## src/rtl/gpr_file_param_if.sv

```systemverilog
// Register-file access bundle between decode/control and the register file.
// Carries the write request (regWr, Rt/Rd/dst_sel, busW), the reservation
// request (rsv_en, rsv_addr), the packed read ports (rd_addr in;
// rd_data, rd_pending out), the resolved destination Rw and the ready flag.
// master: decode/control side; slave: the register file.
interface gpr_file_param_if #(
    parameter int DATA_W = 32,
    parameter int ADDR_W = 5,
    parameter int NUM_RD = 2
);
    logic                       regWr;
    logic [ADDR_W-1:0]          Rt;
    logic [ADDR_W-1:0]          Rd;
    logic [1:0]                 dst_sel;
    logic [DATA_W-1:0]          busW;
    logic                       rsv_en;
    logic [ADDR_W-1:0]          rsv_addr;
    logic [NUM_RD*ADDR_W-1:0]   rd_addr;
    logic [NUM_RD*DATA_W-1:0]   rd_data;
    logic [NUM_RD-1:0]          rd_pending;
    logic [ADDR_W-1:0]          Rw;
    logic                       ready;

    modport master (
        output regWr, Rt, Rd, dst_sel, busW, rsv_en, rsv_addr, rd_addr,
        input  rd_data, rd_pending, Rw, ready
    );

    modport slave (
        input  regWr, Rt, Rd, dst_sel, busW, rsv_en, rsv_addr, rd_addr,
        output rd_data, rd_pending, Rw, ready
    );
endinterface

```

## src/rtl/gpr_file_param.sv

```systemverilog
// Parametrised general-purpose register file with post-reset clear sequence,
// optional write-to-read bypass and per-register pending-write scoreboard.
// Ports:
//   clk    system clock, rising edge
//   reset  synchronous, active-high; restarts the clear sequence
//   bus    gpr_file_param_if.slave: write/reserve requests in, read data,
//          pending bits, resolved destination Rw and ready out
//
// state | meaning
// CLEAR | zeroing entry[clr_idx] each edge; writes/reservations ignored, reads 0
// READY | normal operation
module gpr_file_param #(
    parameter int DATA_W   = 32,
    parameter int ADDR_W   = 5,
    parameter int NUM_RD   = 2,
    parameter int LINK_REG = 31,
    parameter int ZERO_REG = 1,
    parameter int BYPASS   = 1
) (
    input  logic               clk,
    input  logic               reset,
    gpr_file_param_if.slave    bus
);
    localparam int DEPTH = 1 << ADDR_W;

    typedef enum logic {CLEAR, READY} state_t;

    state_t             state_q, state_d;
    logic [ADDR_W-1:0]  clr_idx_q, clr_idx_d;
    logic [DATA_W-1:0]  mem [DEPTH];
    logic [DEPTH-1:0]   pending_q;
    logic [ADDR_W-1:0]  rw;
    logic               is_ready;
    logic               wr_ok;
    logic               rsv_ok;
    logic [ADDR_W-1:0]  ra;
    logic               fwd;
    logic [NUM_RD*DATA_W-1:0] rd_data_c;
    logic [NUM_RD-1:0]  rd_pend_c;

    always_comb begin
        case (bus.dst_sel)
            2'd1:    rw = bus.Rd;
            2'd2:    rw = ADDR_W'(LINK_REG);
            default: rw = bus.Rt;
        endcase
    end

    assign is_ready = (state_q == READY);
    assign wr_ok  = bus.regWr  && is_ready && !((ZERO_REG != 0) && (rw == '0));
    assign rsv_ok = bus.rsv_en && is_ready && !((ZERO_REG != 0) && (bus.rsv_addr == '0));

    always_ff @(posedge clk) begin
        if (reset) begin
            state_q   <= CLEAR;
            clr_idx_q <= '0;
        end else begin
            state_q   <= state_d;
            clr_idx_q <= clr_idx_d;
        end
    end

    always_comb begin
        state_d   = state_q;
        clr_idx_d = clr_idx_q;
        case (state_q)
            CLEAR: begin
                clr_idx_d = clr_idx_q + 1'b1;
                if (clr_idx_q == '1)
                    state_d = READY;
            end
            default: ;
        endcase
    end

    // Storage has no reset; the clear sequence zeroes it and reads are gated
    // by ready so partially cleared contents never leak out.
    always_ff @(posedge clk) begin
        if (!reset) begin
            if (state_q == CLEAR)
                mem[clr_idx_q] <= '0;
            else if (wr_ok)
                mem[rw] <= bus.busW;
        end
    end

    // Reservation is applied after the write clear so it wins on the same
    // address, letting back-to-back producers keep the register pending.
    always_ff @(posedge clk) begin
        if (reset) begin
            pending_q <= '0;
        end else begin
            if (wr_ok)
                pending_q[rw] <= 1'b0;
            if (rsv_ok)
                pending_q[bus.rsv_addr] <= 1'b1;
        end
    end

    always_comb begin
        rd_data_c = '0;
        rd_pend_c = '0;
        ra        = '0;
        fwd       = 1'b0;
        for (int k = 0; k < NUM_RD; k++) begin
            ra  = bus.rd_addr[k*ADDR_W +: ADDR_W];
            fwd = (BYPASS != 0) && wr_ok && (ra == rw);
            if (is_ready) begin
                if (fwd)
                    rd_data_c[k*DATA_W +: DATA_W] = bus.busW;
                else if (!((ZERO_REG != 0) && (ra == '0)))
                    rd_data_c[k*DATA_W +: DATA_W] = mem[ra];
                rd_pend_c[k] = pending_q[ra] && !fwd;
            end
        end
    end

    assign bus.rd_data    = rd_data_c;
    assign bus.rd_pending = rd_pend_c;
    assign bus.Rw         = rw;
    assign bus.ready      = is_ready;
endmodule

```

## src/flat_wrapper.sv

```systemverilog
// flat-port wrapper written by rule: the top's interface ports become plain ports
module gpr_file_param_flat 
#(
    parameter int DATA_W   = 32,
    parameter int ADDR_W   = 5,
    parameter int NUM_RD   = 2,
    parameter int LINK_REG = 31,
    parameter int ZERO_REG = 1,
    parameter int BYPASS   = 1
)
  (clk, reset, bus_regWr, bus_Rt, bus_Rd, bus_dst_sel, bus_busW, bus_rsv_en, bus_rsv_addr, bus_rd_addr, bus_rd_data, bus_rd_pending, bus_Rw, bus_ready);
  gpr_file_param_if #(.DATA_W(DATA_W), .ADDR_W(ADDR_W), .NUM_RD(NUM_RD)) bus_i ();
  input  logic clk;
  input  logic reset;
  input wire logic [$bits(bus_i.regWr)-1:0] bus_regWr;
  input wire logic [$bits(bus_i.Rt)-1:0] bus_Rt;
  input wire logic [$bits(bus_i.Rd)-1:0] bus_Rd;
  input wire logic [$bits(bus_i.dst_sel)-1:0] bus_dst_sel;
  input wire logic [$bits(bus_i.busW)-1:0] bus_busW;
  input wire logic [$bits(bus_i.rsv_en)-1:0] bus_rsv_en;
  input wire logic [$bits(bus_i.rsv_addr)-1:0] bus_rsv_addr;
  input wire logic [$bits(bus_i.rd_addr)-1:0] bus_rd_addr;
  output wire logic [$bits(bus_i.rd_data)-1:0] bus_rd_data;
  output wire logic [$bits(bus_i.rd_pending)-1:0] bus_rd_pending;
  output wire logic [$bits(bus_i.Rw)-1:0] bus_Rw;
  output wire logic [$bits(bus_i.ready)-1:0] bus_ready;
  assign bus_i.regWr = bus_regWr;
  assign bus_i.Rt = bus_Rt;
  assign bus_i.Rd = bus_Rd;
  assign bus_i.dst_sel = bus_dst_sel;
  assign bus_i.busW = bus_busW;
  assign bus_i.rsv_en = bus_rsv_en;
  assign bus_i.rsv_addr = bus_rsv_addr;
  assign bus_i.rd_addr = bus_rd_addr;
  assign bus_rd_data = bus_i.rd_data;
  assign bus_rd_pending = bus_i.rd_pending;
  assign bus_Rw = bus_i.Rw;
  assign bus_ready = bus_i.ready;
  gpr_file_param #(.DATA_W(DATA_W), .ADDR_W(ADDR_W), .NUM_RD(NUM_RD), .LINK_REG(LINK_REG), .ZERO_REG(ZERO_REG), .BYPASS(BYPASS)) u_core (.clk(clk), .reset(reset), .bus(bus_i));
endmodule
```

## config.mk

```make
export PLATFORM = sky130hd
export DESIGN_NAME = gpr_file_param_flat
export DESIGN_NICKNAME = d
export VERILOG_FILES = /design/src/rtl/gpr_file_param_if.sv /design/src/rtl/gpr_file_param.sv /design/src/flat_wrapper.sv
export SDC_FILE = /design/constraint.sdc
export NUM_CORES = 1
export LEC_CHECK = 0
export CAP_MARGIN = 25
export CORE_ASPECT_RATIO = 0.75
export CORE_MARGIN = 2
export CORE_UTILIZATION = 45
export CTS_BUF_LIST = sky130_fd_sc_hd__clkbuf_2 sky130_fd_sc_hd__clkbuf_4 sky130_fd_sc_hd__clkbuf_8
export DETAILED_ROUTE_END_ITERATION = 8
export SKIP_CTS_REPAIR_TIMING = 1
export SYNTH_ARGS = -nofsm -noshare
export SYNTH_HDL_FRONTEND = slang
export SYNTH_SLANG_ARGS = --single-unit
```

## constraint.sdc

```tcl
create_clock -name clk -period 6.4 [get_ports clk]
set_clock_uncertainty 0.2 [all_clocks]
set_input_delay 0.64 -clock clk [delete_from_list [all_inputs] [get_ports clk]]
set_output_delay 0.64 -clock clk [all_outputs]
set_load 0.02 [all_outputs]
```

==> results.py, run 1 <==
metrics = {
    "final_layout": {
        "layout.cells.most_common": "edfxtp_1",
        "syn_to_final_growth_pct": 14.15,
        "drive_gt1_share_pct": 29.39,
        "layout_common_cells": "edfxtp_1 (1024), mux2i_1 (421), mux4_2 (341), clkbuf_8 (176), buf_4 (136)",
        "final_nets": 3292,
        "fillers": 9106,
    },
    "power": {
        "p_int_mw": 11.17,
        "p_leak_nw": 17.62,
        "power.share.sequential_pct": 51.5,
        "p_total_mw": 14.73,
        "ir_drop_mv": 0.2163,
        "combPwrFrac_pct": 8.2,
        "pwr_density_cell_nw_per_um2": 250.2,
        "power_switching_mw": 3.560,
        "switching_share_pct": 24.17,
        "pwr-share-clk_pct": 40.3,
    },
    "timing": {
        "hold_viol": 0,
        "rsz0062_at_grt": "no",
        "slew_headroom_pct": 24.58,
        "tns_ns": 0,
        "setup_ws_ns": 0.5844,
        "min_period_ns": 5.816,
        "drv_slew": 0,
        "post-route-period-util_pct": 90.87,
        "fmax_mhz": 172.0,
        "setup_viol": 0,
        "worst_pin_slew_ns": 1.131,
    },
    "placed_design": {
        "numPortBuffers": 134,
        "dpl_worst_slack_ns": 0.6530,
        "hpwlAfterDp_um": 98250,
        "gp_congestion": 0.8395,
    },
    "yosys": {
        "synth_ff_type": "edfxtp_1",
        "syn_avg_cell_area_um2": 17.08,
        "yosysUniqueCellTypes": 60,
        "seq_area_frac_synth_pct": 61.10,
        "synth-seq-cells": 1062,
        "ys_warn_count": 0,
        "synth_edf_count": 1024,
        "synth.cell_area_um2": 51570,
        "synth_fp_nets": 3087,
        "synth_top_area_cell": "edfxtp_1",
        "synth_top_area_share_pct": 59.62,
        "synth_area_leaders": "edfxtp_1 (60%), mux4_2 (15%), mux2i_1 (8.2%)",
        "synthCells": 3020,
        "async_flop_share_pct": 0,
    },
    "cts": {
        "numCtsBuffers": 169,
        "clkTransAtPathRegs_ns": 0.05,
        "cts_tree": "done",
        "clock-sinks": 1062,
        "cts.path.max_buffers": 3,
        "worst_skew_pair.late_latency_ns": 0.88,
        "h-tree-depth": 4,
        "clockRootBuffer": "clkbuf_8",
    },
    "setup_path": {
        "cp_max_fo": 26,
        "cpMostUsedCell": "clkdlybuf4s50_1",
        "endpoint_kind": "primary output",
        "cp_cell_sequence": "clkdlybuf4s50_1, inv_1, ha_1, a211o_1, nand2_1, xnor2_1, or4_2, buf_4, o32ai_2, clkdlybuf4s50_1",
        "cp_data_arrival_time_ns": 4.98,
        "worstReg2RegStart": "u_core.bus.ready",
        "start_kind": "primary input",
        "required_ns": 5.56,
        "crit_buf_inv": 4,
        "r2r_end": "u_core.mem[2][15]",
        "rrSetupSlack_ns": 2.34,
        "cp_top_family": "buffers and inverters",
        "reg2reg_depth": 6,
        "slowest_stage": "or4_2",
        "crit_type": "in2out",
        "max_stage_delay_ns": 1.25,
    },
    "drt": {
        "drt_iter0_markers": 4393,
        "routed_wl_um": 172300,
        "post_drt_via_cell_ratio": 6.790,
        "drtAntennaViolNets": 0,
        "dr_total_vias": 33167,
        "first_pass_iters": 6,
        "wl_per_cell_um": 35.28,
        "drcViolationCount": 0,
    },
    "grt": {
        "grt_pass1_wl_um": 244800,
        "grt_pass1_vias": 33636,
        "grt_use_total_pct": 29.06,
        "grt_max_degree": 76,
        "antenna_found_initial": 1,
        "grt_overflow": 0,
    },
    "die": {
        "start_util_pct": 45.37,
        "die_area_um2": 117400,
        "fp.dieW_um": 394.9,
        "ios": 135,
        "rows": 107,
        "die_h_um": 297.2,
        "coreArea_um2": 113700,
    },
    "min_path": {
        "hold_class": "reg2reg",
        "whs_path_depth": 1,
        "whs_endpoint": "u_core.pending_q[0]",
        "hold_start": "u_core.pending_q[0]",
    },
    "outcome": {
        "status": "finished, final reports clean",
    },
    "job": {
        "cap_violations": 0,
    },
}
-- worst max-delay path by stage --
stage / start / end / slack, ns / cells after the start
finish: bus_dst_sel[0] / bus_rd_data[36] / 0.58 / 10
global route: bus_dst_sel[0] / bus_rd_data[36] / 0.49 / 10
CTS: bus_dst_sel[0] / bus_rd_data[36] / 0.65 / 10
detailed placement: bus_dst_sel[0] / bus_rd_data[36] / 0.65 / 10
global placement: bus_dst_sel[0] / bus_rd_data[38] / 0.71 / 10
floorplan: bus_dst_sel[0] / u_core.mem[22][0] / 0.10 / 9
-- metal layers --
metal  up-vias  routed length, um  track usage [%]
met4         0               6991            12.44
met1     17352              68970            39.91
met3       419              16470            5.987
met2      2142              79910            45.16
met5         -                  0                0
li1      13254                  -                -
-- cell usage after synthesis, types with 16 or more instances --
| cell type | n |
|---|---|
| edfxtp_1 | 1024 |
| mux2i_1 | 421 |
| mux4_2 | 341 |
| clkbuf_1 | 149 |
| a221oi_1 | 127 |
| o21ai_0 | 102 |
| mux2_2 | 96 |
| nand2_1 | 73 |
| buf_2 | 70 |
| nor2_1 | 68 |
| a22oi_1 | 66 |
| a21oi_1 | 63 |
| o32ai_2 | 58 |
| inv_1 | 41 |
| dfxtp_1 | 38 |
| o22ai_1 | 33 |
| a32o_1 | 32 |
| o2111ai_1 | 31 |
| nor3_1 | 23 |
| buf_1 | 22 |
| nor2b_1 | 17 |
| nand3_1 | 16 |
-- kinds of logic (layout without fill, tap and decap cells) --
| logic type | Yosys count | in the layout | synth area share (%) |
|---|---|---|---|
| DFF | 1062 | 1062 | 61.10 |
| adders and majority gates | 4 | 4 | 0.09705 |
| buffers and inverters | 303 | 641 | 2.601 |
| muxes | 858 | 858 | 25.16 |
| and+or+nand+nor | 238 | 238 | 2.130 |
| other | 0 | 1 | 0 |
| AOI/OAI and AO/OA | 550 | 550 | 8.829 |
| xor gates and xnor gates | 5 | 5 | 0.08491 |
-- power by group through the flow --
stage | clock (mW) | sequential (mW) | combinational, mW
floorplan | 0 | 7.72 | 0.726
global placement | 0 | 7.72 | 1.18
detailed placement | 0 | 7.73 | 1.19
CTS | 6.01 | 7.58 | 1.20
global route | 6.30 | 7.58 | 1.25
finish | 5.93 | 7.58 | 1.21
-- registers in the layout, indices dropped and copies added, names as in the netlist --
| register | count |
|---|---|
| u_core.mem | 1024 |
| u_core.pending_q | 32 |
| u_core.clr_idx_q | 5 |
| u_core.bus.ready | 1 |
-- stage by stage --
stage	instance area, um^2	util (%)	instances	hold WS, ns
finish	58870	51.79	4885	0.2895
global route	58870	51.79	4885	0.2987
CTS	58870	51.79	4884	0.2708
detailed placement	55490	48.82	4580	0.2766
global placement	55450	48.78	4578	0.2667
floorplan	51570	-	3020	0.2497
-- layout make-up --
type                            instances  area, um^2  area share (%)
Clock inverter                         86       655.6           1.114
Antenna cell                            1       2.502        0.004251
Clock buffer                          218        2725           4.629
Tap cell                             1526        1909           3.243
Timing Repair Buffer                  294        2885           4.901
Sequential cell                      1062       31510           53.53
Multi-Input combinational cell       1655       19020           32.31
Inverter                               43       162.7          0.2763
Power figures use the tool's default switching activity.
==> run 2: changes to the inputs <==
--- a/config.mk
+++ b/config.mk
@@ -11,6 +11,7 @@
 export CORE_UTILIZATION = 45
 export CTS_BUF_LIST = sky130_fd_sc_hd__clkbuf_2 sky130_fd_sc_hd__clkbuf_4 sky130_fd_sc_hd__clkbuf_8
 export DETAILED_ROUTE_END_ITERATION = 8
+export PLACE_DENSITY = 0.65
 export SKIP_CTS_REPAIR_TIMING = 1
 export SYNTH_ARGS = -nofsm -noshare
 export SYNTH_HDL_FRONTEND = slang
==> constraint.sdc (replaced) <==
create_clock -name clk -period 5.6 [get_ports clk]
set_clock_uncertainty 0.2 [all_clocks]
set_input_delay 0.56 -clock clk [delete_from_list [all_inputs] [get_ports clk]]
set_output_delay 0.56 -clock clk [all_outputs]
set_load 0.02 [all_outputs]
==> results.py, run 2 (synthesized netlist as in run 1, its figures left out) <==
metrics = {
    "die": {
        "die_area_um2": 117400,
        "rows": 107,
        "die_h_um": 297.2,
        "coreArea_um2": 113700,
        "start_util_pct": 45.37,
        "fp.dieW_um": 394.9,
        "ios": 135,
    },
    "final_layout": {
        "reg_top3": "u_core.mem: 1024 flops, u_core.pending_q: 32 flops, u_core.clr_idx_q: 5 flops",
        "syn_to_final_growth_pct": 14.74,
        "drive_gt1_share_pct": 29.48,
        "instances_no_fill": 4886,
        "largest_reg_flops": 1024,
        "regMostFlops": "u_core.mem",
        "postLayoutCellArea_um2": 59170,
        "utilization_pct": 52.06,
        "final_nets": 3294,
        "layout.cells.most_common": "edfxtp_1",
        "fillers": 9020,
        "layout_common_cells": "edfxtp_1 (1024), mux2i_1 (421), mux4_2 (341), clkbuf_8 (172), a221oi_1 (127)",
    },
    "cts": {
        "numCtsBuffers": 166,
        "worst_skew_pair.late_latency_ns": 0.83,
        "h-tree-depth": 4,
        "cts_tree": "done",
        "clock-sinks": 1062,
        "clockRootBuffer": "clkbuf_8",
        "cts.path.max_buffers": 3,
        "clkTransAtPathRegs_ns": 0.06,
    },
    "timing": {
        "drv_slew": 0,
        "fmax_mhz": 193.8,
        "min_period_ns": 5.160,
        "hold_viol": 0,
        "setup_ws_ns": 0.4401,
        "holdWs_ns": 0.2961,
        "rsz0062_at_grt": "no",
        "post-route-period-util_pct": 92.14,
        "tns_ns": 0,
        "setup_viol": 0,
        "worst_pin_slew_ns": 1.227,
        "slew_headroom_pct": 18.19,
    },
    "job": {
        "cap_violations": 0,
    },
    "min_path": {
        "hold_class": "reg2reg",
        "whs_path_depth": 2,
    },
    "drt": {
        "dr_total_vias": 33501,
        "routed_wl_um": 171400,
        "first_pass_iters": 7,
        "drcViolationCount": 0,
        "drtAntennaViolNets": 0,
        "post_drt_via_cell_ratio": 6.857,
        "drt_iter0_markers": 4805,
        "wl_per_cell_um": 35.07,
    },
    "grt": {
        "grt_pass1_vias": 33445,
        "antenna_found_initial": 4,
        "grt_overflow": 0,
        "grt_use_total_pct": 28.73,
        "grt_pass1_wl_um": 243100,
        "grt_max_degree": 97,
    },
    "setup_path": {
        "cp_data_arrival_time_ns": 4.40,
        "crit_type": "in2out",
        "endpoint_kind": "primary output",
        "required_ns": 4.84,
        "reg2reg_depth": 7,
        "cp_max_fo": 32,
        "start_kind": "primary input",
        "rrSetupSlack_ns": 2.05,
    },
    "power": {
        "ir_drop_mv": 0.1654,
        "pwr_density_cell_nw_per_um2": 282.0,
        "p_leak_nw": 17.71,
        "p_total_mw": 16.68,
    },
    "placed_design": {
        "dpl_worst_slack_ns": 0.4871,
        "place_area_um2": 55830,
        "hpwlAfterDp_um": 94660,
        "numPortBuffers": 134,
        "gp_congestion": 0.8912,
        "placedCellCount": 4582,
    },
    "outcome": {
        "status": "finished, final reports clean",
    },
}
[run 2: cell types whose count changed in the layout (fill, tap and decap cells not counted), sizes merged]
cell and change:
buf +5, bufinv -1, clkbuf -2, clkinv +4
diode +1, inv -6
[run 2: path summary, 6_finish.rpt]
path	start	end
worst max-delay path	bus_dst_sel[0]	bus_rd_data[31]
worst max register to register	u_core.bus.ready	u_core.mem[31][19]
worst min-delay path	u_core.pending_q[23]	u_core.pending_q[23]
worst min register to register	u_core.pending_q[23]	u_core.pending_q[23]
[run 2: area by class of cell]
class	count	area, um^2	share of cell area [%]
Inverter	43	162.7	0.2749
Clock buffer	216	2685	4.538
Sequential cell	1062	31510	53.25
Multi-Input combinational cell	1655	19050	32.20
Antenna cell	2	5.005	0.008458
Timing Repair Buffer	299	3238	5.472
Clock inverter	83	609.3	1.030
Tap cell	1526	1909	3.227
[run 2: metal layers]
metal	share of wire, %	track usage, %	vias to the layer above
met5	0.0088	0	-
met4	4.6	12.57	2
met3	12	6.765	486
met2	46	44.38	2514
met1	38	39.04	17252
li1	-	-	13247
[run 2: where the power goes]
group / leakage (nW) / switching (mW) / internal, mW
Clock: 1.73 / 3.10 / 3.51
Sequential: 8.24 / 0.0284 / 8.64
Combinational: 7.74 / 0.870 / 0.535
Total: 17.7 / 4.00 / 12.7
[run 2: critical path, stage by stage]
cell and delay, ns:
clkdlybuf4s50_1 0.48, inv_1 0.05, ha_1 0.56, a211o_1 0.23
a222oi_1 0.10, buf_4 0.16, a21o_4 0.26, or4_2 0.67
buf_4 0.37, o32ai_1 0.26, clkdlybuf4s50_1 0.67
